### src/rtl/gbuff_host_port_pkg.sv
// gbuff_host_port_pkg: opcodes, error codes, FSM states and C-lane select shared by the host port
package gbuff_host_port_pkg;
  localparam int DATA_W   = 32;
  localparam int C_DATA_W = 128;
  localparam int C_LANES  = C_DATA_W / DATA_W;
  localparam logic [2:0] OP_WR_A   = 3'd0;
  localparam logic [2:0] OP_WR_B   = 3'd1;
  localparam logic [2:0] OP_RD_C   = 3'd2;
  localparam logic [2:0] OP_START  = 3'd3;
  localparam logic [2:0] OP_STATUS = 3'd4;
  localparam logic [DATA_W-1:0] ERR_BUSY    = 32'hFFFF_FFFF;
  localparam logic [DATA_W-1:0] ERR_ILLEGAL = 32'hFFFF_FFFE;
  typedef enum logic [2:0] {ST_IDLE, ST_EXEC, ST_RD_WAIT, ST_RD_CAP, ST_RESP} state_t;
  // lane 0 is the most significant word of the C row
  function automatic logic [DATA_W-1:0] c_lane(input logic [C_DATA_W-1:0] word, input logic [1:0] lane);
    logic [C_DATA_W-1:0] s;
    s = word >> (DATA_W * (C_LANES - 1 - int'(lane)));
    return s[DATA_W-1:0];
  endfunction
endpackage

### src/rtl/gbuff_host_port.sv
// gbuff_host_port: CFU-facing port that fills the A/B buffers, reads C lanes and starts compute
module gbuff_host_port
  import gbuff_host_port_pkg::*;
#(
  parameter int ADDR_BITS   = 16,
  parameter int DATA_BITS   = DATA_W,
  parameter int C_DATA_BITS = C_DATA_W
) (
  input  logic                   axis_clk,
  input  logic                   rst_n,
  input  logic                   cmd_valid,
  output logic                   cmd_ready,
  input  logic [9:0]             cmd_function_id,
  input  logic [DATA_BITS-1:0]   cmd_inputs_0,
  input  logic [DATA_BITS-1:0]   cmd_inputs_1,
  output logic                   rsp_valid,
  input  logic                   rsp_ready,
  output logic [DATA_BITS-1:0]   rsp_outputs_0,
  output logic                   A_wr_en,
  output logic                   B_wr_en,
  output logic [ADDR_BITS-1:0]   A_index,
  output logic [ADDR_BITS-1:0]   B_index,
  output logic [DATA_BITS-1:0]   A_data_in,
  output logic [DATA_BITS-1:0]   B_data_in,
  output logic [ADDR_BITS-1:0]   C_index,
  input  logic [C_DATA_BITS-1:0] C_data_out,
  input  logic                   busy,
  output logic                   in_valid,
  output logic [7:0]             K,
  output logic [7:0]             M,
  output logic [7:0]             N
);
  state_t r_state;
  logic [2:0] r_op;
  logic [DATA_BITS-1:0] r_in0, r_in1;
  logic w_legal, w_blocked, w_do_a, w_do_b, w_do_start;
  logic [DATA_BITS-1:0] w_exec_rsp;
  logic w_unused;
  assign cmd_ready = r_state == ST_IDLE;
  assign rsp_valid = r_state == ST_RESP;
  assign w_unused  = ^{cmd_function_id[9:3], r_in0[DATA_BITS-1:24]};
  // busy is sampled in EXEC; only buffer writes and START are blocked by it
  always_comb begin
    w_legal    = r_op <= OP_STATUS;
    w_blocked  = busy && (r_op == OP_WR_A || r_op == OP_WR_B || r_op == OP_START);
    w_do_a     = r_state == ST_EXEC && r_op == OP_WR_A && !busy;
    w_do_b     = r_state == ST_EXEC && r_op == OP_WR_B && !busy;
    w_do_start = r_state == ST_EXEC && r_op == OP_START && !busy;
    w_exec_rsp = !w_legal ? ERR_ILLEGAL :
                 w_blocked ? ERR_BUSY :
                 r_op == OP_STATUS ? DATA_BITS'(busy) : '0;
  end
  always_ff @(posedge axis_clk) begin
    if (!rst_n) begin
      r_state       <= ST_IDLE;
      r_op          <= '0;
      r_in0         <= '0;
      r_in1         <= '0;
      rsp_outputs_0 <= '0;
      A_wr_en       <= 1'b0;
      B_wr_en       <= 1'b0;
      A_index       <= '0;
      B_index       <= '0;
      A_data_in     <= '0;
      B_data_in     <= '0;
      C_index       <= '0;
      in_valid      <= 1'b0;
      K             <= '0;
      M             <= '0;
      N             <= '0;
    end else begin
      A_wr_en  <= w_do_a;
      B_wr_en  <= w_do_b;
      in_valid <= w_do_start;
      if (w_do_a) begin
        A_index   <= r_in0[ADDR_BITS-1:0];
        A_data_in <= r_in1;
      end
      if (w_do_b) begin
        B_index   <= r_in0[ADDR_BITS-1:0];
        B_data_in <= r_in1;
      end
      if (w_do_start) begin
        K <= r_in0[7:0];
        M <= r_in0[15:8];
        N <= r_in0[23:16];
      end
      case (r_state)
        ST_IDLE: if (cmd_valid) begin
          r_op    <= cmd_function_id[2:0];
          r_in0   <= cmd_inputs_0;
          r_in1   <= cmd_inputs_1;
          r_state <= cmd_function_id[2:0] == OP_RD_C ? ST_RD_WAIT : ST_EXEC;
          if (cmd_function_id[2:0] == OP_RD_C) C_index <= cmd_inputs_0[ADDR_BITS-1:0];
        end
        ST_EXEC: begin
          rsp_outputs_0 <= w_exec_rsp;
          r_state       <= ST_RESP;
        end
        ST_RD_WAIT: r_state <= ST_RD_CAP;
        ST_RD_CAP: begin
          rsp_outputs_0 <= c_lane(C_data_out, r_in1[1:0]);
          r_state       <= ST_RESP;
        end
        ST_RESP: if (rsp_ready) r_state <= ST_IDLE;
        default: r_state <= ST_IDLE;
      endcase
    end
  end
endmodule
### config.mk
export PLATFORM = sky130hd
export DESIGN_NAME = gbuff_host_port
export DESIGN_NICKNAME = d
export VERILOG_FILES = /design/src/rtl/gbuff_host_port_pkg.sv /design/src/rtl/gbuff_host_port.sv
export SDC_FILE = /design/constraint.sdc
export NUM_CORES = 1
export LEC_CHECK = 0
export ABC_CLOCK_PERIOD_IN_PS = 4500
export CORE_AREA = 2 2 147 149
export DETAILED_ROUTE_END_ITERATION = 8
export DIE_AREA = 0 0 149 151
export GPL_ROUTABILITY_DRIVEN = 0
export PLACE_DENSITY_LB_ADDON = 0.25
export SYNTH_ARGS = -nofsm -noshare
export SYNTH_HDL_FRONTEND = slang
export SYNTH_SLANG_ARGS = --single-unit
### constraint.sdc
create_clock -name axis_clk -period 4.5 [get_ports axis_clk]
set_input_delay 1.35 -clock axis_clk [delete_from_list [all_inputs] [get_ports axis_clk]]
set_output_delay 1.35 -clock axis_clk [all_outputs]
set_load 0.02 [all_outputs]
==> results of run 1 <==
[critical path: stages (launching register included)]
cell             delay, ns
dfxtp_1               0.50
nor3b_1               0.32
clkdlybuf4s50_1       0.70
[sequential cells by signal, summed over array words and instances (netlist names)]
register	cells
in_valid	1
r_op	3
r_in1	32
B_wr_en	1
K	8
r_state	3
C_index	16
A_index	16
r_in0	24
A_wr_en	1
rsp_outputs_0	32
B_index	16
A_data_in	32
B_data_in	32
N	8
M	8
[metal layers]
metal | routed length, microns | vias up
met5 | 0 | -
met4 | 659 | 0
met3 | 2080 | 41
met2 | 13600 | 305
met1 | 12000 | 3838
li1 | - | 4194
[stage by stage]
stage / util / hold slack (ns)
floorplan: - / 0.429
CTS: 0.642 / 0.455
finish: 0.642 / 0.449
detailed placement: 0.604 / 0.446
global placement: 0.604 / 0.439
global route: 0.642 / 0.473
[path summary, 6_finish.rpt]
path / start / endpoint / slack (ns) / cells after the start
setup / recovery: r_state[2] / rsp_valid / 1.11 / 2
hold / removal: r_in0[23] / N[7] / 0.45 / 2
setup reg to reg: r_state[1] / rsp_outputs_0[3] / 2.21 / 3
hold reg to reg: r_in0[23] / N[7] / 0.45 / 2
[cell usage after synthesis (all sizes together)]
cell | number | area, sq um
inv | 1 | 3.75
buf | 46 | 307
and2 | 1 | 6.26
a32oi | 1 | 8.76
clkinv | 1 | 3.75
o211a | 1 | 10.0
nand4 | 1 | 6.26
nand4b | 2 | 47.6
nor4b | 1 | 23.8
a221o | 31 | 310
o21ai | 121 | 606
a21oi | 80 | 400
dfxtp | 233 | 4660
o22ai | 31 | 194
a2111oi | 1 | 27.5
nand2 | 197 | 739
nor3 | 2 | 10.0
mux2i | 63 | 631
clkbuf | 48 | 180
nor3b | 2 | 20.0
mux4 | 1 | 22.5
nor2b | 2 | 15.0
nand3 | 137 | 686
nor2 | 9 | 33.8
nand2b | 2 | 12.5
[area by class of cell]
| cell class | instances | area (sq um) |
|---|---|---|
| Fill cell | 1817 | 7460 |
| Sequential cell | 233 | 4670 |
| Multi-Input combinational cell | 686 | 3810 |
| Timing Repair Buffer | 376 | 3750 |
| Clock buffer | 39 | 707 |
| Tap cell | 275 | 344 |
| Clock inverter | 5 | 72.6 |
| Inverter | 2 | 7.51 |
| Antenna cell | 2 | 5.00 |
[logic make-up (layout without fill, tap and decap cells)]
| group | count (synthesis) | count (layout) | share of synthesized area |
|---|---|---|---|
| DFF | 233 | 233 | 0.520 |
| and+or+nand+nor | 356 | 356 | 0.178 |
| other | 0 | 2 | 0 |
| muxes | 64 | 64 | 0.0728 |
| AOI/OAI and AO/OA | 266 | 266 | 0.174 |
| buffers and inverters | 96 | 422 | 0.0551 |
[power groups by stage]
stage / registers, uW / logic (uW) / clock network, uW
floorplan: 2250 / 278 / 0
global placement: 2240 / 583 / 0
detailed placement: 2240 / 589 / 0
CTS: 2200 / 593 / 1990
global route: 2210 / 638 / 2070
finish: 2200 / 590 / 1940
==> flow_summary.json, run 1 <==
{
  "ys_ff_latch": 233,
  "switchingPower_uw": 1150,
  "p_leak_uw": 0.00463,
  "maxCapViolCount": 0,
  "num_rows": 53,
  "ys_warn_count": 0,
  "ant_nets": 0,
  "drc": 0,
  "htree_levels": 1,
  "avgSynthCellArea_sq_um": 8.84,
  "dieArea_sq_mm": 0.0225,
  "core_sq_mm": 0.0208,
  "area_growth_pct": 49.0,
  "grt_use_met1": 0.309,
  "period_share": 0.753,
  "fin_crit_ns": 3.39,
  "io_buffers": 364,
  "cts_made_buffers": 24,
  "use_met3": 0.0545,
  "clock_skew_ns": 0.0138,
  "cts_root_buffer": "clkbuf_16",
  "dpl-instance-area_sq_mm": 0.0126,
  "p_int_uw": 3570,
  "postCtsSetupBuffers": 0,
  "vias": 8378,
  "die_x_microns": 149,
  "fp.dieH_microns": 151,
  "dr.pass1.iters": 5,
  "cts.reportedPaths.clkPinSlew_ns": 0.06,
  "rsz0062_at_grt": "false",
  "viasPerCell": 5.18,
  "hold_violations": 0,
  "maxSlewViolCount": 0,
  "power_density_mw_per_mm2": 354,
  "grt_pass1_wl_microns": 42500,
  "max_freq_mhz": 295,
  "stdcell_count": 1618,
  "antenna_found_initial": 1,
  "grt_pass1_vias": 7767,
  "cts_resized": 0,
  "finalNetCount": 1530,
  "synth_nets": 1222,
  "required_ns": 3.15,
  "path_class": "register to output port",
  "wirelength_microns": 28300,
  "vdd_drop_max_mv": 0.200,
  "drtIter0Drc": 397,
  "setup_tns_ns": 0,
  "layout-drive-gt1-share": 0.0433,
  "status": "complete, no violations",
  "grt_max_degree": 134,
  "synth_area_sq_mm": 0.00897,
  "wl_per_cell_microns": 17.5,
  "yosysSeqAreaShare": 0.520,
  "worstSetupStartpointType": "register",
  "switching_share": 0.244,
  "layout_commonest_cell": "clkdlybuf4s50_1",
  "stdcell_area_sq_mm": 0.0134,
  "dpl_worst_slack_ns": 1.04,
  "clkPwrFrac": 0.410,
  "power.total_uw": 4730,
  "pin_count": 380,
  "crit_fanout": 6,
  "clockBufferDepth": 3,
  "synth_cell_types": 30,
  "arrival_ns": 2.04,
  "initial_core_util": 0.431,
  "synth_cells": 1015,
  "critPathCaptureType": "output port",
  "busiest_layer": "met2",
  "worstSkewPairLatency_ns": 0.52,
  "p_comb_frac": 0.125,
  "most-common-layout-cells": "clkdlybuf4s50_1 (363), dfxtp_1 (232), nand2_1 (196), nand3_1 (137), o21ai_0 (110)",
  "cts_hold_buf": 0,
  "gr-total-overflow": 0,
  "worstMarginPinSlew_ns": 1.32,
  "dp_hpwl_microns": 19400,
  "clkSinkCount": 233,
  "seqPwrFrac": 0.465,
  "max_slew_margin": 0.118,
  "grt_use_total": 0.237,
  "dpl.cell_count": 1572,
  "finalWorstSetupSlack_ns": 1.11,
  "min_path_type": "register to register",
  "grtUsageMet2": 0.394,
  "setup_viol": 0,
  "tritoncts": "done"
}
(Power assumes the default switching activity.)
==> run 2: changes to the inputs <==
Settings changed: ABC_CLOCK_PERIOD_IN_PS 4500 to 2800, CORE_AREA 2 2 147 149 to not set, CORE_MARGIN set to 1.5, CORE_UTILIZATION set to 39, DIE_AREA 0 0 149 151 to not set.
Clock period 4.5 ns to 2.8 ns, I/O delays scaled along.
==> run 2 against run 1 <==
Die area is 6.3% higher. Cell count is 0.99% higher. Clock-buffer cell count is 4 lower. Non-clock buffer count is 10 higher. Total power is 63% higher. Register-to-register slack worse by 1.6 ns. Hold slack better by 0.0029 ns. Routed wire length is 3.3% lower. Via count is 0.51% lower. Critical path type unchanged. Critical endpoint unchanged. Largest power group unchanged.
==> flow_summary.json, run 2 (synthesized netlist as in run 1, its figures left out) <==
{
  "status": "complete, no violations",
  "critical_path_buf_inv_count": 1,
  "min_path_type": "register to register",
  "stdcell_area_sq_mm": 0.0135,
  "cts_made_buffers": 25,
  "maxCapViolCount": 0,
  "viasPerCell": 5.10,
  "maxSlewViolCount": 0,
  "tritoncts": "done",
  "drtIter0Drc": 393,
  "setup_viol": 0,
  "most-common-layout-cells": "clkdlybuf4s50_1 (361), dfxtp_1 (232), nand2_1 (196), nand3_1 (137), o21ai_0 (110)",
  "slowest_stage": "dfxtp_1",
  "grt_pass1_wl_microns": 41900,
  "num_rows": 55,
  "cp_cell_sequence": "nor3b_2 > dlygate4sd2_1",
  "worstSetupStartpointType": "register",
  "wl_per_cell_microns": 16.8,
  "grt_use_total": 0.219,
  "p_leak_uw": 0.00473,
  "dpl_worst_slack_ns": 0.196,
  "layout_commonest_cell": "clkdlybuf4s50_1",
  "r2r_cells": 3,
  "layout-drive-gt1-share": 0.0519,
  "dieArea_sq_mm": 0.0239,
  "dpl-instance-area_sq_mm": 0.0127,
  "core_sq_mm": 0.0226,
  "pin_count": 380,
  "max_slew_margin": 0.226,
  "grt_pass1_vias": 7834,
  "gr-total-overflow": 0,
  "initial_core_util": 0.397,
  "io_buffers": 364,
  "vdd_drop_max_mv": 0.371,
  "rsz0062_at_grt": "false",
  "required_ns": 1.96,
  "fin_crit_ns": 2.53,
  "cts_root_buffer": "clkbuf_16",
  "arrival_ns": 1.69,
  "power_density_mw_per_mm2": 568,
  "finalNetCount": 1541,
  "vias": 8335,
  "crit_fanout": 6,
  "period_share": 0.905,
  "drc": 0,
  "hold_violations": 0,
  "htree_levels": 1,
  "wirelength_microns": 27400,
  "die_x_microns": 155,
  "clock_skew_ns": 0.0121,
  "cp.depth": 2,
  "reg2reg_slack_ns": 0.65,
  "clockBufferDepth": 3,
  "cpPeakStageDelay_ns": 0.47,
  "min_path_cells": 2,
  "max_freq_mhz": 395,
  "ant_nets": 0,
  "fill_cells": 2036,
  "worstMarginPinSlew_ns": 1.16,
  "worstSkewPairLatency_ns": 0.52,
  "critPathCaptureType": "output port",
  "fp.dieH_microns": 155,
  "path_delay_family": "flip-flops",
  "clkSinkCount": 233,
  "setup_tns_ns": 0,
  "path_class": "register to output port",
  "dp_hpwl_microns": 19400,
  "grt_max_degree": 104,
  "dr.pass1.iters": 5,
  "cts.reportedPaths.clkPinSlew_ns": 0.06,
  "area_growth_pct": 50.9,
  "finalWorstSetupSlack_ns": 0.265,
  "antenna_found_initial": 1
}
==> run 2: final timing paths <==
check,from,to
setup / recovery,r_state[2],rsp_valid
hold / removal,r_in0[23],N[7]
setup reg to reg,r_state[0],rsp_outputs_0[19]
hold reg to reg,r_in0[23],N[7]
==> run 2: layer usage <==
layer | vias to the layer above | global-route usage | routed length, microns
li1 | 4209 | - | -
met1 | 3791 | 0.277 | 11800
met2 | 282 | 0.371 | 13000
met3 | 53 | 0.0476 | 1700
met4 | 0 | 0.0733 | 931
met5 | - | 0 | 0
==> run 2: stage by stage <==
| stage | std cells | hold WS [ns] | total power [uW] | util |
|---|---|---|---|---|
| 2_1_floorplan | 1015 | 0.429 | 4060 | - |
| 3_3_place_gp | 1592 | 0.441 | 4560 | 0.565 |
| 3_5_place_dp | 1592 | 0.446 | 4570 | 0.565 |
| 4_1_cts | 1633 | 0.454 | 7780 | 0.600 |
| 5_1_grt | 1633 | 0.468 | 7990 | 0.600 |
| 6_report | 1634 | 0.452 | 7690 | 0.600 |
==> run 2: area by class of cell <==
class	instances	area, sq um	share of cell area
repair buffers	386	3890	0.288
multi-input cells	686	3820	0.282
clock buffers	35	703	0.0519
diodes	1	2.50	0.000185
clock inverters	6	83.8	0.00619
inverters	2	7.51	0.000555
well taps	285	357	0.0263
flip-flops and latches	233	4670	0.345
==> run 2: worst min-delay path, cell delays in order (launching register included) <==
cell	delay, ns
dfxtp_1	0.31
nand2_1	0.05
o21ai_1	0.05
==> run 2: what timing repair did <==
| item | in CTS | in global routing |
|---|---|---|
| resized for setup | 3 | 0 |
| endpoints found under the setup margin | 2 | 0 |
| hold buffers | 0 | 0 |
| setup buffers | 0 | 0 |
==> run 2: where the power goes <==
group          internal [uW]  switching [uW]  total [uW]
sequential              3430            78.1        3510
combinational            503             485         988
clock                   1920            1270        3190
